<file path="src/rtl/me_pkg.sv">
// rtl/me_pkg.sv - shared constants, state encoding and vector helpers for the motion estimator
package me_pkg;

  localparam int DATA_W_DEF         = 8;
  localparam int VEC_W_DEF          = 8;
  localparam int NUM_CANDIDATES_DEF = 256;

  // Saturated distortion value at the default PE accumulate width
  localparam logic [DATA_W_DEF-1:0] SAD_SAT = {DATA_W_DEF{1'b1}};

  typedef enum logic [1:0] {
    IDLE   = 2'd0,
    SEARCH = 2'd1,
    DONE   = 2'd2
  } me_state_e;

  // Candidate vector index layout for a 16x16 window: {dy[3:0], dx[3:0]}
  localparam int VEC_DX_LSB = 0;
  localparam int VEC_DY_LSB = 4;

  function automatic logic [7:0] pack_vec(input logic [3:0] dx, input logic [3:0] dy);
    logic [7:0] v;
    v = '0;
    v[VEC_DX_LSB +: 4] = dx;
    v[VEC_DY_LSB +: 4] = dy;
    return v;
  endfunction

  // Counter width able to hold the full candidate count without wrapping
  function automatic int cnt_width(input int n);
    return $clog2(n + 1);
  endfunction

endpackage

</file>
<file path="src/rtl/min_track_cell.sv">
// rtl/min_track_cell.sv - registered running-minimum tracker for {distortion, vector}
module min_track_cell #(
  parameter int DATA_W = 8,
  parameter int VEC_W  = 8
) (
  input  logic              clock,
  input  logic              reset_n,
  input  logic              clear,
  input  logic              load_first,
  input  logic              update_en,
  input  logic [DATA_W-1:0] sad_in,
  input  logic [VEC_W-1:0]  vec_in,
  output logic [DATA_W-1:0] min_nxt,
  output logic [VEC_W-1:0]  vec_nxt
);

  logic [DATA_W-1:0] run_min_q, run_min_d;
  logic [VEC_W-1:0]  run_vec_q, run_vec_d;

  // Next running minimum: clear wins, then first-load or strict improvement (ties keep earlier vector)
  always_comb begin
    run_min_d = run_min_q;
    run_vec_d = run_vec_q;
    if (clear) begin
      run_min_d = '1;
      run_vec_d = '0;
    end else if (update_en && (load_first || (sad_in < run_min_q))) begin
      run_min_d = sad_in;
      run_vec_d = vec_in;
    end
  end

  // Exposing the next value lets the owner capture a result on the same edge as the last update
  assign min_nxt = run_min_d;
  assign vec_nxt = run_vec_d;

  // Running minimum registers
  always_ff @(posedge clock) begin
    if (!reset_n) begin
      run_min_q <= '1;
      run_vec_q <= '0;
    end else begin
      run_min_q <= run_min_d;
      run_vec_q <= run_vec_d;
    end
  end

endmodule

</file>
<file path="src/rtl/sad_min_comparator.sv">
// rtl/sad_min_comparator.sv - minimum-distortion search over one motion-estimation window
module sad_min_comparator
  import me_pkg::*;
#(
  parameter int DATA_W         = DATA_W_DEF,
  parameter int VEC_W          = VEC_W_DEF,
  parameter int NUM_CANDIDATES = NUM_CANDIDATES_DEF
) (
  input  logic                                  clock,
  input  logic                                  reset_n,
  input  logic                                  start,
  input  logic                                  sad_valid,
  input  logic [DATA_W-1:0]                     sad_in,
  input  logic [VEC_W-1:0]                      vector_in,
  output logic                                  busy,
  output logic [DATA_W-1:0]                     best_sad,
  output logic [VEC_W-1:0]                      best_vector,
  output logic                                  result_valid,
  output logic [cnt_width(NUM_CANDIDATES)-1:0]  cand_count
);

  localparam int CNT_W = cnt_width(NUM_CANDIDATES);
  localparam logic [CNT_W-1:0] LAST_IDX = CNT_W'(NUM_CANDIDATES - 1);

  me_state_e         state_q, state_d;
  logic [CNT_W-1:0]  cand_count_q, cand_count_d;
  logic              busy_q, busy_d;
  logic [DATA_W-1:0] best_sad_q, best_sad_d;
  logic [VEC_W-1:0]  best_vector_q, best_vector_d;
  logic              result_valid_q, result_valid_d;

  logic              accept;
  logic [DATA_W-1:0] min_nxt;
  logic [VEC_W-1:0]  vec_nxt;

  // A candidate on a start edge belongs to no search and is dropped
  assign accept = (state_q == SEARCH) && sad_valid && !start;

  min_track_cell #(
    .DATA_W (DATA_W),
    .VEC_W  (VEC_W)
  ) u_min (
    .clock      (clock),
    .reset_n    (reset_n),
    .clear      (start),
    .load_first (cand_count_q == '0),
    .update_en  (accept),
    .sad_in     (sad_in),
    .vec_in     (vector_in),
    .min_nxt    (min_nxt),
    .vec_nxt    (vec_nxt)
  );

  // Search sequencing, candidate counting and result capture
  always_comb begin
    state_d        = state_q;
    cand_count_d   = cand_count_q;
    busy_d         = busy_q;
    best_sad_d     = best_sad_q;
    best_vector_d  = best_vector_q;
    result_valid_d = 1'b0;
    unique case (state_q)
      IDLE: begin
        if (start) begin
          state_d      = SEARCH;
          cand_count_d = '0;
          busy_d       = 1'b1;
        end
      end
      SEARCH: begin
        if (start) begin
          cand_count_d = '0;
        end else if (sad_valid) begin
          cand_count_d = cand_count_q + CNT_W'(1);
          if (cand_count_q == LAST_IDX) begin
            state_d        = DONE;
            busy_d         = 1'b0;
            result_valid_d = 1'b1;
            best_sad_d     = min_nxt;
            best_vector_d  = vec_nxt;
          end
        end
      end
      DONE: begin
        if (start) begin
          state_d      = SEARCH;
          cand_count_d = '0;
          busy_d       = 1'b1;
        end else begin
          state_d = IDLE;
        end
      end
      default: begin
        state_d = IDLE;
        busy_d  = 1'b0;
      end
    endcase
  end

  // State and registered outputs
  always_ff @(posedge clock) begin
    if (!reset_n) begin
      state_q        <= IDLE;
      cand_count_q   <= '0;
      busy_q         <= 1'b0;
      best_sad_q     <= '1;
      best_vector_q  <= '0;
      result_valid_q <= 1'b0;
    end else begin
      state_q        <= state_d;
      cand_count_q   <= cand_count_d;
      busy_q         <= busy_d;
      best_sad_q     <= best_sad_d;
      best_vector_q  <= best_vector_d;
      result_valid_q <= result_valid_d;
    end
  end

  assign busy         = busy_q;
  assign best_sad     = best_sad_q;
  assign best_vector  = best_vector_q;
  assign result_valid = result_valid_q;
  assign cand_count   = cand_count_q;

endmodule
</file>
<file path="config.mk">
export PLATFORM = sky130hd
export DESIGN_NAME = sad_min_comparator
export DESIGN_NICKNAME = d
export VERILOG_FILES = /design/src/rtl/me_pkg.sv /design/src/rtl/min_track_cell.sv /design/src/rtl/sad_min_comparator.sv
export SDC_FILE = /design/constraint.sdc
export NUM_CORES = 1
export LEC_CHECK = 0
export CAP_MARGIN = 10
export CORE_AREA = 3 3 71 73
export CTS_CLUSTER_DIAMETER = 80
export DETAILED_ROUTE_END_ITERATION = 6
export DIE_AREA = 0 0 74 76
export MAX_ROUTING_LAYER = met4
export PLACE_DENSITY_LB_ADDON = 0.08
export SKIP_CTS_REPAIR_TIMING = 1
export SLEW_MARGIN = 10
export SYNTH_ARGS = -nofsm -noshare
export SYNTH_HDL_FRONTEND = slang
export SYNTH_SLANG_ARGS = --single-unit
export TNS_END_PERCENT = 100
</file>
<file path="constraint.sdc">
create_clock -name clock -period 2.3 [get_ports clock]
set_input_delay 0.46 -clock clock [delete_from_list [all_inputs] [get_ports clock]]
set_output_delay 0.46 -clock clock [all_outputs]
set_load 0.02 [all_outputs]
</file>
==> flow_summary.yaml <==
outcome:
  status: "complete, no violations"
placed_design:
  io_buffers: 46
  gp_congestion: 0.852
  place_hpwl_um: 4110
setup_path:
  critical_path.max_fanout: 5
  ff2ff_path_depth: 10
  crit_slowest_cell: "clkdlybuf4s50_1"
  start_kind: "input pin"
  worstPathCellList: "clkdlybuf4s50_1, ha_1, a211o_1, a31oi_2, o211a_1, buf_4, buf_4, o21ai_1, a21oi_1"
  reg2reg_slack_ps: 360
  r2r_start: "cand_count[0]$_SDFFE_PN0P_"
  arrival_ps: 2390
  max_stage_delay_ps: 430
  critPathCaptureType: "register"
  crit_type: "in -> reg"
  required_ps: 2530
  r2r-end: "best_sad[7]$_SDFFE_PN1P_"
  crit_top_cell: "buf_4"
yosys:
  synth_top_cell_by_area: "dfxtp_1"
  synth_area_per_cell_um2: 8.14
  synth-seq-cells: 45
  ys_warn_count: 0
  synth_nets: 306
  synth_common_cells: "45 x dfxtp_1, 42 x nand3_1, 22 x nor2_1"
  ys_seq_area_frac: 0.401
  async_flop_share: 0
  synth_area_um2: 2250
  synth-main-ff-cell: "dfxtp_1"
  yosys-top-cells-area: "dfxtp_1 40%, nand3_1 9.4%, ha_1 5.6%, a21oi_1 4.2%, o21ai_0 4.2%"
  synth_top_area_share: 0.401
  synth_most_common_cell: "dfxtp_1"
  synth_edf_count: 0
  netlist_instances: 276
  ys_types: 37
clock_network:
  cts.clk_slew.worst_paths_ps: 90
  cts_max_path_buffers: 2
  root_buffer: "clkbuf_8"
  clock_latency_ps: 300
  clock_sinks: 45
  ctsHtreeMaxLevel: 2
  numCtsBuffers: 5
  cts_tree: "done"
timing:
  fin_crit_sh: 0.938
  clock.fmax_ghz: 0.464
  fin_skew_ps: 6.49
  worstMarginPinSlew_ps: 535
  fin_crit_ps: 2160
  timing.hold.ws_ps: 462
  rsz0062_at_grt: "no"
  slew_viol_final: 0
  slew_headroom: 0.643
  hold_violations: 0
  setup_viol_count_final: 0
floorplan:
  fp.coreArea_um2: 4410
  die_area_um2: 5620
  dieWidth_um: 74
  ios: 47
  initial_core_util: 0.509
  rows: 24
  die-height_um: 76
cells_and_area:
  fin_util: 0.686
  diodes: 0
  fin_nets: 369
  drive_gt1_frac: 0.115
  syn_to_final_growth_pct: 34.8
worst_hold_path:
  hold_class: "reg -> reg"
  worstHoldStart: "u_min.run_vec_q[5]$_SDFF_PN0_"
  hold-path-cell-count: 2
  holdPathEnd: "u_min.run_vec_q[5]$_SDFF_PN0_"
power_and_ir_drop:
  p_per_area_nw_per_um2: 531
  cellLeakagePower_uw: 0.00124
  power_frac_comb: 0.113
  intPower_uw: 1230
  power.switching_uw: 376
  swShare: 0.234
  power_frac_clock: 0.390
  peakVddDrop_v: 0.000293
  power_frac_seq: 0.497
global_route:
  grt_overflow: 0
  grt_pass1_vias: 2115
  grt_max_degree: 20
  grt_usage: 0.215
  grt_pass1_wl_um: 9510
  antenna_found_initial: 0
detailed_routing:
  routedWlPerCell_um: 14.5
  vias: 2200
  routed_via_density: 5.61
  ant_nets: 0
  drt-initial-drc-count: 134
  wl_um: 5680
  dr.pass1.iters: 4
  drc: 0
flow_run:
  maxCapViolCount: 0
-- power groups by stage --
stage	Clock [µW]	Combinational (µW)	Sequential [µW]
after floorplan	0	90.8	816
after global placement	0	175	816
after detailed placement	0	178	817
after CTS	642	179	799
after global routing	670	198	800
final	627	181	799
-- layout make-up --
cell class / instances / area (µm²)
clock buffers: 7 / 86.3
clock inverters: 1 / 30.0
inverters: 12 / 45.0
flip-flops and latches: 45 / 901
multi-input cells: 202 / 1210
fillers: 377 / 1390
repair buffers: 73 / 688
well taps: 52 / 65.1
-- metal layers --
layer  vias to the layer above  GRT usage  routed length (µm)
met4                         0     0.0888                  80
met2                        60      0.321                2670
met3                         7     0.0330                 297
met1                      1022      0.288                2640
li1                       1111          -                   -
met5                         -          -                   0
-- registers in the layout (all words and copies together), names as in the netlist --
signal           flops
best_sad             8
best_vector          8
busy                 1
cand_count           9
result_valid         1
state_q              2
u_min.run_min_q      8
u_min.run_vec_q      8
-- worst max path at each step --
stage | start | end | cells after the start
2_1_floorplan | sad_in[2] | best_sad[2]$_SDFFE_PN1P_ | 7
3_3_place_gp | sad_in[7] | best_sad[6]$_SDFFE_PN1P_ | 8
3_5_place_dp | sad_in[5] | u_min.run_vec_q[5]$_SDFF_PN0_ | 9
4_1_cts | sad_in[5] | u_min.run_vec_q[3]$_SDFF_PN0_ | 9
5_1_grt | sad_in[2] | u_min.run_vec_q[4]$_SDFF_PN0_ | 9
6_report | sad_in[2] | u_min.run_vec_q[3]$_SDFF_PN0_ | 9
-- logic make-up after synthesis --
| group | after synthesis | share of synthesized area |
|---|---|---|
| muxes | 1 | 0.00446 |
| DFF | 45 | 0.401 |
| xor gates and xnor gates | 6 | 0.0234 |
| and+or+nand+nor | 113 | 0.256 |
| buffers and inverters | 29 | 0.0624 |
| adders and majority gates | 10 | 0.0557 |
| AOI/OAI and AO/OA | 72 | 0.197 |
-- placed cells by master (no fill, tap or decap), drive strengths merged --
master | synthesis | final
clkdlybuf4s50 | 0 | 46
dfxtp | 45 | 45
nand3 | 42 | 42
buf | 8 | 27
nor2 | 22 | 22
nand2 | 20 | 20
a21oi | 20 | 20
o21ai | 19 | 19
inv | 12 | 12
o211ai | 10 | 10
ha | 10 | 10
and3 | 9 | 9
o21bai | 9 | 9
a31oi | 9 | 9
clkbuf | 9 | 7
xor2 | 4 | 4
nor4b | 3 | 3
nand2b | 3 | 3
nor3 | 2 | 2
a211o | 2 | 2
and2b | 2 | 2
nand4 | 2 | 2
xnor2 | 2 | 2
and2 | 2 | 2
and4bb | 1 | 1
nor4 | 1 | 1
and4 | 1 | 1
o211a | 1 | 1
or3b | 1 | 1
or2 | 1 | 1
nand4b | 1 | 1
mux2i | 1 | 1
o2111ai | 1 | 1
a22oi | 1 | 1
bufinv | 0 | 1
-- critical path: cells and delay by family --
family / cells / cell delay, ps
AOI/OAI and AO/OA: 5 / 900
buffers and inverters: 3 / 700
adders and majority gates: 1 / 330
-- per-stage QoR --
step           setup TNS, ps  total power (µW)  std cells  worst slack, ps  area [µm²]
6_report                   0              1610        392              143        3030
5_1_grt                    0              1670        392             7.13        3030
4_1_cts                    0              1620        392             80.8        3020
3_5_place_dp           -3920               995        384             -183        2900
3_3_place_gp           -2960               992        384             -154        2900
2_1_floorplan              0               907        276              329        2250
Note: power is estimated with default switching activity, not from simulation.
